**src/rtl/ctrl_decode_pipe_if.sv**
```systemverilog
// D-stage decode, hazard-control and E-stage control bundle for ctrl_decode_pipe.
// The SystemE signal is present only when SYSTEM_DECODE_EN is defined.
interface ctrl_decode_pipe_if;
  logic [6:0] opD;
  logic       funct7b0D;
  logic       StallE;
  logic       FlushE;
  logic [2:0] ImmSrcD;
  logic       IllegalD;
  logic       RegWriteE;
  logic       MemWriteE;
  logic       ALUSrcE;
  logic       BranchE;
  logic       JumpE;
  logic       JumpALRE;
  logic       AuipcE;
  logic       MduOpE;
  logic       IllegalE;
  logic [1:0] ResultSrcE;
  logic [1:0] ALUOpE;
  logic       MduStall;
`ifdef SYSTEM_DECODE_EN
  logic       SystemE;

  modport master (
    input  opD, funct7b0D, StallE, FlushE,
    output ImmSrcD, IllegalD, RegWriteE, MemWriteE, ALUSrcE, BranchE, JumpE,
           JumpALRE, AuipcE, MduOpE, IllegalE, ResultSrcE, ALUOpE, MduStall, SystemE
  );

  modport slave (
    output opD, funct7b0D, StallE, FlushE,
    input  ImmSrcD, IllegalD, RegWriteE, MemWriteE, ALUSrcE, BranchE, JumpE,
           JumpALRE, AuipcE, MduOpE, IllegalE, ResultSrcE, ALUOpE, MduStall, SystemE
  );
`else
  modport master (
    input  opD, funct7b0D, StallE, FlushE,
    output ImmSrcD, IllegalD, RegWriteE, MemWriteE, ALUSrcE, BranchE, JumpE,
           JumpALRE, AuipcE, MduOpE, IllegalE, ResultSrcE, ALUOpE, MduStall
  );

  modport slave (
    output opD, funct7b0D, StallE, FlushE,
    input  ImmSrcD, IllegalD, RegWriteE, MemWriteE, ALUSrcE, BranchE, JumpE,
           JumpALRE, AuipcE, MduOpE, IllegalE, ResultSrcE, ALUOpE, MduStall
  );
`endif
endinterface

```
**src/rtl/ctrl_decode_pipe.sv**
```systemverilog
// RV32 control decoder with D->E pipeline register and multi-cycle MDU hold FSM.
// Optional SYSTEM_DECODE_EN: ecall/ebreak/fence decode legal and drive SystemE.
module ctrl_decode_pipe #(
  parameter int MDU_LATENCY = 4,
  parameter int CNT_W       = 4
) (
  input logic          clk,
  input logic          reset,
  ctrl_decode_pipe_if.master bus
);

  typedef struct packed {
    logic       reg_write;
    logic [2:0] imm_src;
    logic       alu_src;
    logic       mem_write;
    logic [1:0] result_src;
    logic       branch;
    logic [1:0] alu_op;
    logic       jump;
    logic       jump_alr;
    logic       auipc;
    logic       mdu_op;
    logic       illegal;
`ifdef SYSTEM_DECODE_EN
    logic       system;
`endif
  } ctrl_t;

  typedef enum logic {
    IDLE = 1'b0,
    BUSY = 1'b1
  } state_t;

  localparam logic             MDU_MULTI = (MDU_LATENCY > 1);
  localparam logic [CNT_W-1:0] CNT_INIT  = CNT_W'((MDU_LATENCY > 1) ? (MDU_LATENCY - 2) : 0);

  ctrl_t            d_s;
  ctrl_t            e_r;
  state_t           state_r;
  state_t           state_s;
  logic [CNT_W-1:0] cnt_r;
  logic [CNT_W-1:0] cnt_s;
  logic             mdu_stall_s;
  logic             hold_s;
  logic             load_s;

  // Opcode decode; every field not named by the table stays zero.
  always_comb begin
    d_s = '0;
    case (bus.opD)
      7'b0000011: begin
        d_s.reg_write  = 1'b1;
        d_s.alu_src    = 1'b1;
        d_s.result_src = 2'b01;
      end
      7'b0100011: begin
        d_s.imm_src   = 3'b001;
        d_s.alu_src   = 1'b1;
        d_s.mem_write = 1'b1;
      end
      7'b0110011: begin
        d_s.reg_write = 1'b1;
        d_s.alu_op    = 2'b10;
        d_s.mdu_op    = bus.funct7b0D;
      end
      7'b1100011: begin
        d_s.imm_src = 3'b010;
        d_s.branch  = 1'b1;
        d_s.alu_op  = 2'b01;
      end
      7'b0010011: begin
        d_s.reg_write = 1'b1;
        d_s.alu_src   = 1'b1;
        d_s.alu_op    = 2'b10;
      end
      7'b1101111: begin
        d_s.reg_write  = 1'b1;
        d_s.imm_src    = 3'b011;
        d_s.result_src = 2'b10;
        d_s.jump       = 1'b1;
      end
      7'b1100111: begin
        d_s.reg_write  = 1'b1;
        d_s.alu_src    = 1'b1;
        d_s.result_src = 2'b10;
        d_s.jump       = 1'b1;
        d_s.jump_alr   = 1'b1;
      end
      7'b0010111: begin
        d_s.reg_write  = 1'b1;
        d_s.imm_src    = 3'b100;
        d_s.result_src = 2'b11;
        d_s.auipc      = 1'b1;
      end
      7'b0110111: begin
        d_s.reg_write  = 1'b1;
        d_s.imm_src    = 3'b100;
        d_s.result_src = 2'b11;
      end
      7'b0000000: begin
        d_s = '0;
      end
`ifdef SYSTEM_DECODE_EN
      7'b1110011, 7'b0001111: begin
        d_s.system = 1'b1;
      end
`endif
      default: begin
        d_s.illegal = 1'b1;
      end
    endcase
  end

  assign mdu_stall_s = (state_r == BUSY);
  assign hold_s      = bus.StallE | mdu_stall_s;
  assign load_s      = ~hold_s & ~bus.FlushE;

  // E-stage bundle register: reset, then hold, then flush, then load.
  always_ff @(posedge clk) begin
    if (reset) begin
      e_r <= '0;
    end else if (hold_s) begin
      e_r <= e_r;
    end else if (bus.FlushE) begin
      e_r <= '0;
    end else begin
      e_r <= d_s;
    end
  end

  // MDU hold state and countdown registers.
  always_ff @(posedge clk) begin
    if (reset) begin
      state_r <= IDLE;
      cnt_r   <= '0;
    end else begin
      state_r <= state_s;
      cnt_r   <= cnt_s;
    end
  end

  // Hold runs for MDU_LATENCY-1 cycles after an M-op enters E; StallE does not pause it.
  always_comb begin
    state_s = state_r;
    cnt_s   = cnt_r;
    case (state_r)
      IDLE: begin
        if (MDU_MULTI && load_s && d_s.mdu_op) begin
          state_s = BUSY;
          cnt_s   = CNT_INIT;
        end else begin
          state_s = IDLE;
          cnt_s   = cnt_r;
        end
      end
      BUSY: begin
        if (cnt_r == {CNT_W{1'b0}}) begin
          state_s = IDLE;
          cnt_s   = cnt_r;
        end else begin
          state_s = BUSY;
          cnt_s   = cnt_r - CNT_W'(1);
        end
      end
      default: begin
        state_s = IDLE;
        cnt_s   = {CNT_W{1'b0}};
      end
    endcase
  end

  assign bus.ImmSrcD    = d_s.imm_src;
  assign bus.IllegalD   = d_s.illegal;
  assign bus.RegWriteE  = e_r.reg_write;
  assign bus.MemWriteE  = e_r.mem_write;
  assign bus.ALUSrcE    = e_r.alu_src;
  assign bus.BranchE    = e_r.branch;
  assign bus.JumpE      = e_r.jump;
  assign bus.JumpALRE   = e_r.jump_alr;
  assign bus.AuipcE     = e_r.auipc;
  assign bus.MduOpE     = e_r.mdu_op;
  assign bus.IllegalE   = e_r.illegal;
  assign bus.ResultSrcE = e_r.result_src;
  assign bus.ALUOpE     = e_r.alu_op;
  assign bus.MduStall   = mdu_stall_s;
`ifdef SYSTEM_DECODE_EN
  assign bus.SystemE    = e_r.system;
`endif

endmodule

```
**src/flat_wrapper.sv**
```systemverilog
// flat-port wrapper written by rule: the top's interface ports become plain ports
module ctrl_decode_pipe_flat 
#(
  parameter int MDU_LATENCY = 4,
  parameter int CNT_W       = 4
)
  (clk, reset, bus_opD, bus_funct7b0D, bus_StallE, bus_FlushE, bus_ImmSrcD, bus_IllegalD, bus_RegWriteE, bus_MemWriteE, bus_ALUSrcE, bus_BranchE, bus_JumpE, bus_JumpALRE, bus_AuipcE, bus_MduOpE, bus_IllegalE, bus_ResultSrcE, bus_ALUOpE, bus_MduStall);
  ctrl_decode_pipe_if bus_i ();
  input logic clk;
  input logic reset;
  input wire logic [$bits(bus_i.opD)-1:0] bus_opD;
  input wire logic [$bits(bus_i.funct7b0D)-1:0] bus_funct7b0D;
  input wire logic [$bits(bus_i.StallE)-1:0] bus_StallE;
  input wire logic [$bits(bus_i.FlushE)-1:0] bus_FlushE;
  output wire logic [$bits(bus_i.ImmSrcD)-1:0] bus_ImmSrcD;
  output wire logic [$bits(bus_i.IllegalD)-1:0] bus_IllegalD;
  output wire logic [$bits(bus_i.RegWriteE)-1:0] bus_RegWriteE;
  output wire logic [$bits(bus_i.MemWriteE)-1:0] bus_MemWriteE;
  output wire logic [$bits(bus_i.ALUSrcE)-1:0] bus_ALUSrcE;
  output wire logic [$bits(bus_i.BranchE)-1:0] bus_BranchE;
  output wire logic [$bits(bus_i.JumpE)-1:0] bus_JumpE;
  output wire logic [$bits(bus_i.JumpALRE)-1:0] bus_JumpALRE;
  output wire logic [$bits(bus_i.AuipcE)-1:0] bus_AuipcE;
  output wire logic [$bits(bus_i.MduOpE)-1:0] bus_MduOpE;
  output wire logic [$bits(bus_i.IllegalE)-1:0] bus_IllegalE;
  output wire logic [$bits(bus_i.ResultSrcE)-1:0] bus_ResultSrcE;
  output wire logic [$bits(bus_i.ALUOpE)-1:0] bus_ALUOpE;
  output wire logic [$bits(bus_i.MduStall)-1:0] bus_MduStall;
  assign bus_i.opD = bus_opD;
  assign bus_i.funct7b0D = bus_funct7b0D;
  assign bus_i.StallE = bus_StallE;
  assign bus_i.FlushE = bus_FlushE;
  assign bus_ImmSrcD = bus_i.ImmSrcD;
  assign bus_IllegalD = bus_i.IllegalD;
  assign bus_RegWriteE = bus_i.RegWriteE;
  assign bus_MemWriteE = bus_i.MemWriteE;
  assign bus_ALUSrcE = bus_i.ALUSrcE;
  assign bus_BranchE = bus_i.BranchE;
  assign bus_JumpE = bus_i.JumpE;
  assign bus_JumpALRE = bus_i.JumpALRE;
  assign bus_AuipcE = bus_i.AuipcE;
  assign bus_MduOpE = bus_i.MduOpE;
  assign bus_IllegalE = bus_i.IllegalE;
  assign bus_ResultSrcE = bus_i.ResultSrcE;
  assign bus_ALUOpE = bus_i.ALUOpE;
  assign bus_MduStall = bus_i.MduStall;
  ctrl_decode_pipe #(.MDU_LATENCY(MDU_LATENCY), .CNT_W(CNT_W)) u_core (.clk(clk), .reset(reset), .bus(bus_i));
endmodule
```
**config.mk**
```make
export PLATFORM = sky130hd
export DESIGN_NAME = ctrl_decode_pipe_flat
export DESIGN_NICKNAME = d
export VERILOG_FILES = /design/src/rtl/ctrl_decode_pipe_if.sv /design/src/rtl/ctrl_decode_pipe.sv /design/src/flat_wrapper.sv
export SDC_FILE = /design/constraint.sdc
export NUM_CORES = 1
export LEC_CHECK = 0
export CORE_ASPECT_RATIO = 0.75
export CORE_MARGIN = 2
export CORE_UTILIZATION = 44
export DETAILED_ROUTE_END_ITERATION = 6
export PLACE_DENSITY = 0.75
export SYNTH_ARGS = -nofsm -noshare
export SYNTH_HDL_FRONTEND = slang
export SYNTH_SLANG_ARGS = --single-unit
```
**constraint.sdc**
```tcl
create_clock -name clk -period 1.5 [get_ports clk]
set_input_delay 0.3 -clock clk [delete_from_list [all_inputs] [get_ports clk]]
set_output_delay 0.3 -clock clk [all_outputs]
set_load 0.1 [all_outputs]
```
==> impl_metrics.py <==
metrics = {
    "status": {
        "status": "complete, but fails checks",
        "violations": "negative setup slack",
    },
    "logic_synthesis": {
        "ys_seq_area_share_pct": 38.5,
        "synth-xor-area-share_pct": 3.96,
        "netlist_instances": 101,
        "synth_top_cell_area_share_pct": 38.5,
        "muxShareOfSynthArea_pct": 0,
        "synthMostInstantiatedCell": "dfxtp_1",
        "ys.flop_type": "dfxtp_1",
        "syn_avg_cell_area_um2": 8.76,
        "syn-num-nets": 114,
        "synthAdderAreaFrac_pct": 1.41,
        "yosysTopAreaCell": "dfxtp_1",
        "synth_top_family_by_area": "simple AND/OR/NAND/NOR gates",
        "synth_area_um2": 885,
        "ys_ff_latch": 17,
        "synthSimpleGateAreaFrac_pct": 29.7,
        "synth-compound-area-share_pct": 20.2,
        "async_reset_ff_share_pct": 0,
        "yosys-top-cells-count": "17 x dfxtp_1, 15 x nor2_1, 7 x nor3_1, 6 x a22oi_1, 5 x a21oi_1",
        "yosysWarnings": 0,
        "ys_top_cells_by_area": "dfxtp_1 38%, nor2_1 6.4%, a22oi_1 5.1%",
        "synth_edf_count": 0,
        "synth_cell_types": 37,
    },
    "clock_tree": {
        "cts_tree": "built",
        "clockRootBuffer": "clkbuf_4",
        "hold_buffers": 0,
        "cts_sinks": 17,
        "clkTransAtPathRegs_ps": 90,
        "clk_latency_ps": 300,
        "ctsHtreeMaxLevel": 1,
        "clk_path_buf_depth": 2,
        "numCtsBuffers": 3,
    },
    "final_layout": {
        "areaGrowthSynthToFinish_pct": 103,
        "drive_gt1_share_pct": 56.4,
        "fill_cells": 73,
        "fin_nets": 179,
        "diodes": 0,
        "multiInputGateArea_um2": 611,
        "ff_latch_area_um2": 345,
        "final_cell_area_um2": 1790,
        "final_util_pct": 92.3,
    },
    "worst_hold_path": {
        "min_path_type": "primary input to flip-flop",
    },
    "critical_path": {
        "critical_path.endpoint_type": "output port",
        "crit_chain": "buf_6, nor4_4, a31oi_1, nor4_1, buf_4, nor2_4, buf_12",
        "critPathKind": "primary input to output port",
        "critPathBufInv": 3,
        "crit_path_top_delay_cell": "nor4_4",
        "worstPathRequired_ps": 1200,
        "cpPeakStageDelay_ps": 250,
        "crit_path_start_kind": "primary input",
        "cp.arrival_ps": 1290,
        "cp_max_fo": 2,
        "crit_family": "simple AND/OR/NAND/NOR gates",
    },
    "die": {
        "start_util_pct": 45.5,
        "die_x_um": 55.8,
        "design.die.area_um2": 2390,
        "die_h_um": 42.8,
        "core_um2": 1940,
        "std_cell_rows": 14,
        "ios": 30,
    },
    "timing": {
        "finalClockSkew_ps": 12.0,
        "finalMaxSlewViolations": 0,
        "rsz0062_at_grt": "true",
        "worstMarginPinSlew_ps": 426,
        "slew_headroom_pct": 71.4,
        "setup_violations": 6,
        "fin_crit_sh_pct": 106,
        "hold_violations": 0,
        "fin_tns_setup_ps": -180,
        "fmax_mhz": 629,
        "setup_slack_ps": -89.6,
        "timing.final.crit_period_ps": 1590,
    },
    "detailed_routing": {
        "antenna_left": 0,
        "wl_per_cell_um": 22.8,
        "drt_iter0_markers": 105,
        "route.detailed.drc": 0,
        "first_pass_iters": 4,
        "drt_wl_total_um": 4310,
        "vias_per_cell": 6.28,
        "vias": 1186,
    },
    "global_routing": {
        "first_global_vias": 1187,
        "antenna_found_initial": 0,
        "grt_max_degree": 14,
        "track_usage_pct": 35.4,
        "grt_pass1_wl_um": 6290,
        "grt_overflow_total": 0,
    },
    "power": {
        "power.density_nw_per_um2": 538,
        "leakage_nw": 0.727,
        "irDropWorstVdd_mv": 0.857,
        "power_uw": 965,
    },
    "placed_design": {
        "placed_area_um2": 1570,
        "globalplace.congestion": 0.872,
        "io_buffers": 29,
        "dp_hpwl_um": 2270,
    },
    "flow_run": {
        "maxCapViolCount": 0,
    },
}
[registers in the layout, summed over array words and instances (netlist names)]
name,flops
u_core.cnt_r,4
u_core.bus.ResultSrcE,2
u_core.bus.ALUOpE,1
u_core.bus.ALUSrcE,1
u_core.bus.AuipcE,1
u_core.bus.BranchE,1
u_core.bus.IllegalE,1
u_core.bus.JumpALRE,1
u_core.bus.JumpE,1
u_core.bus.MduOpE,1
u_core.bus.MduStall,1
u_core.bus.MemWriteE,1
u_core.bus.RegWriteE,1
[power by group]
part           switching, mW  internal, mW
logic                  0.138         0.114
clock network          0.155         0.104
registers            0.00317         0.452
[worst register-to-register path, cell delays in order (launching register included)]
cell	delay, ps
dfxtp_4	360
or3_4	410
buf_4	160
nor3_1	170
buf_4	170
nand2_1	50
a21oi_1	140
[cell type report]
type,instances,share of cell area (%)
Tap cell,24,1.67
Multi-Input combinational cell,72,34.0
Sequential cell,17,19.2
Inverter,4,0.837
Clock buffer,4,1.46
Timing Repair Buffer,68,42.7
[through the flow]
stage | instances | setup WS, ps | hold WS (ps)
4_1_cts | 189 | -158 | 381
2_1_floorplan | 101 | -315 | 402
3_3_place_gp | 173 | -460 | 467
6_report | 189 | -89.6 | 418
3_5_place_dp | 173 | -515 | 491
5_1_grt | 189 | -208 | 416
[cells in the final DEF (no fill, tap or decap), drive strengths merged, types with 2 or more instances in the layout]
| cell | count |
|---|---|
| a22oi | 6 |
| dfxtp | 17 |
| a211oi | 3 |
| nand3 | 2 |
| nor2 | 16 |
| o41ai | 2 |
| clkbuf | 7 |
| dlygate4sd2 | 2 |
| a21oi | 5 |
| inv | 4 |
| clkdlybuf4s50 | 2 |
| or3 | 2 |
| nand2 | 4 |
| buf | 61 |
| nor3 | 7 |
| xnor2 | 2 |
| xor2 | 2 |
| nand3b | 4 |
| nor4 | 3 |
[worst paths after layout]
| kind | from | endpoint | slack [ps] | depth (start not counted) |
|---|---|---|---|---|
| worst min register to register | u_core.bus.ALUSrcE | u_core.bus.ALUSrcE | 550 | 2 |
| worst max-delay path | bus_opD[0] | bus_IllegalD | -90 | 7 |
| worst max register to register | u_core.bus.MduStall | u_core.bus.ResultSrcE[0] | -30 | 6 |
| worst min-delay path | bus_opD[4] | u_core.bus.ALUOpE[1] | 420 | 4 |
[what timing repair did]
item | CTS | global route
pin swaps | 9 | 4
setup endpoints to repair | 14 | 14
gates resized for setup | 47 | 17
buffers inserted | 12 | 1
[logic make-up (layout without fill, tap and decap cells)]
kind of cell | count (synthesis) | in the layout
AO/OA/AOI/OAI | 24 | 24
buffers and inverters | 12 | 76
AND/OR/NAND/NOR | 43 | 43
adder cells (fa/ha/maj) | 1 | 1
flip-flops | 17 | 17
XOR/XNOR | 4 | 4
[layer usage]
| layer | wire [um] | vias up | GRT usage [%] |
|---|---|---|---|
| met1 | 1710 | 568 | 43.0 |
| met3 | 413 | 26 | 9.76 |
| met4 | 204 | 0 | 14.6 |
| li1 | - | 499 | - |
| met2 | 1980 | 93 | 59.5 |
| met5 | 0 | - | 0 |
Note: power is estimated with default switching activity, not from simulation.
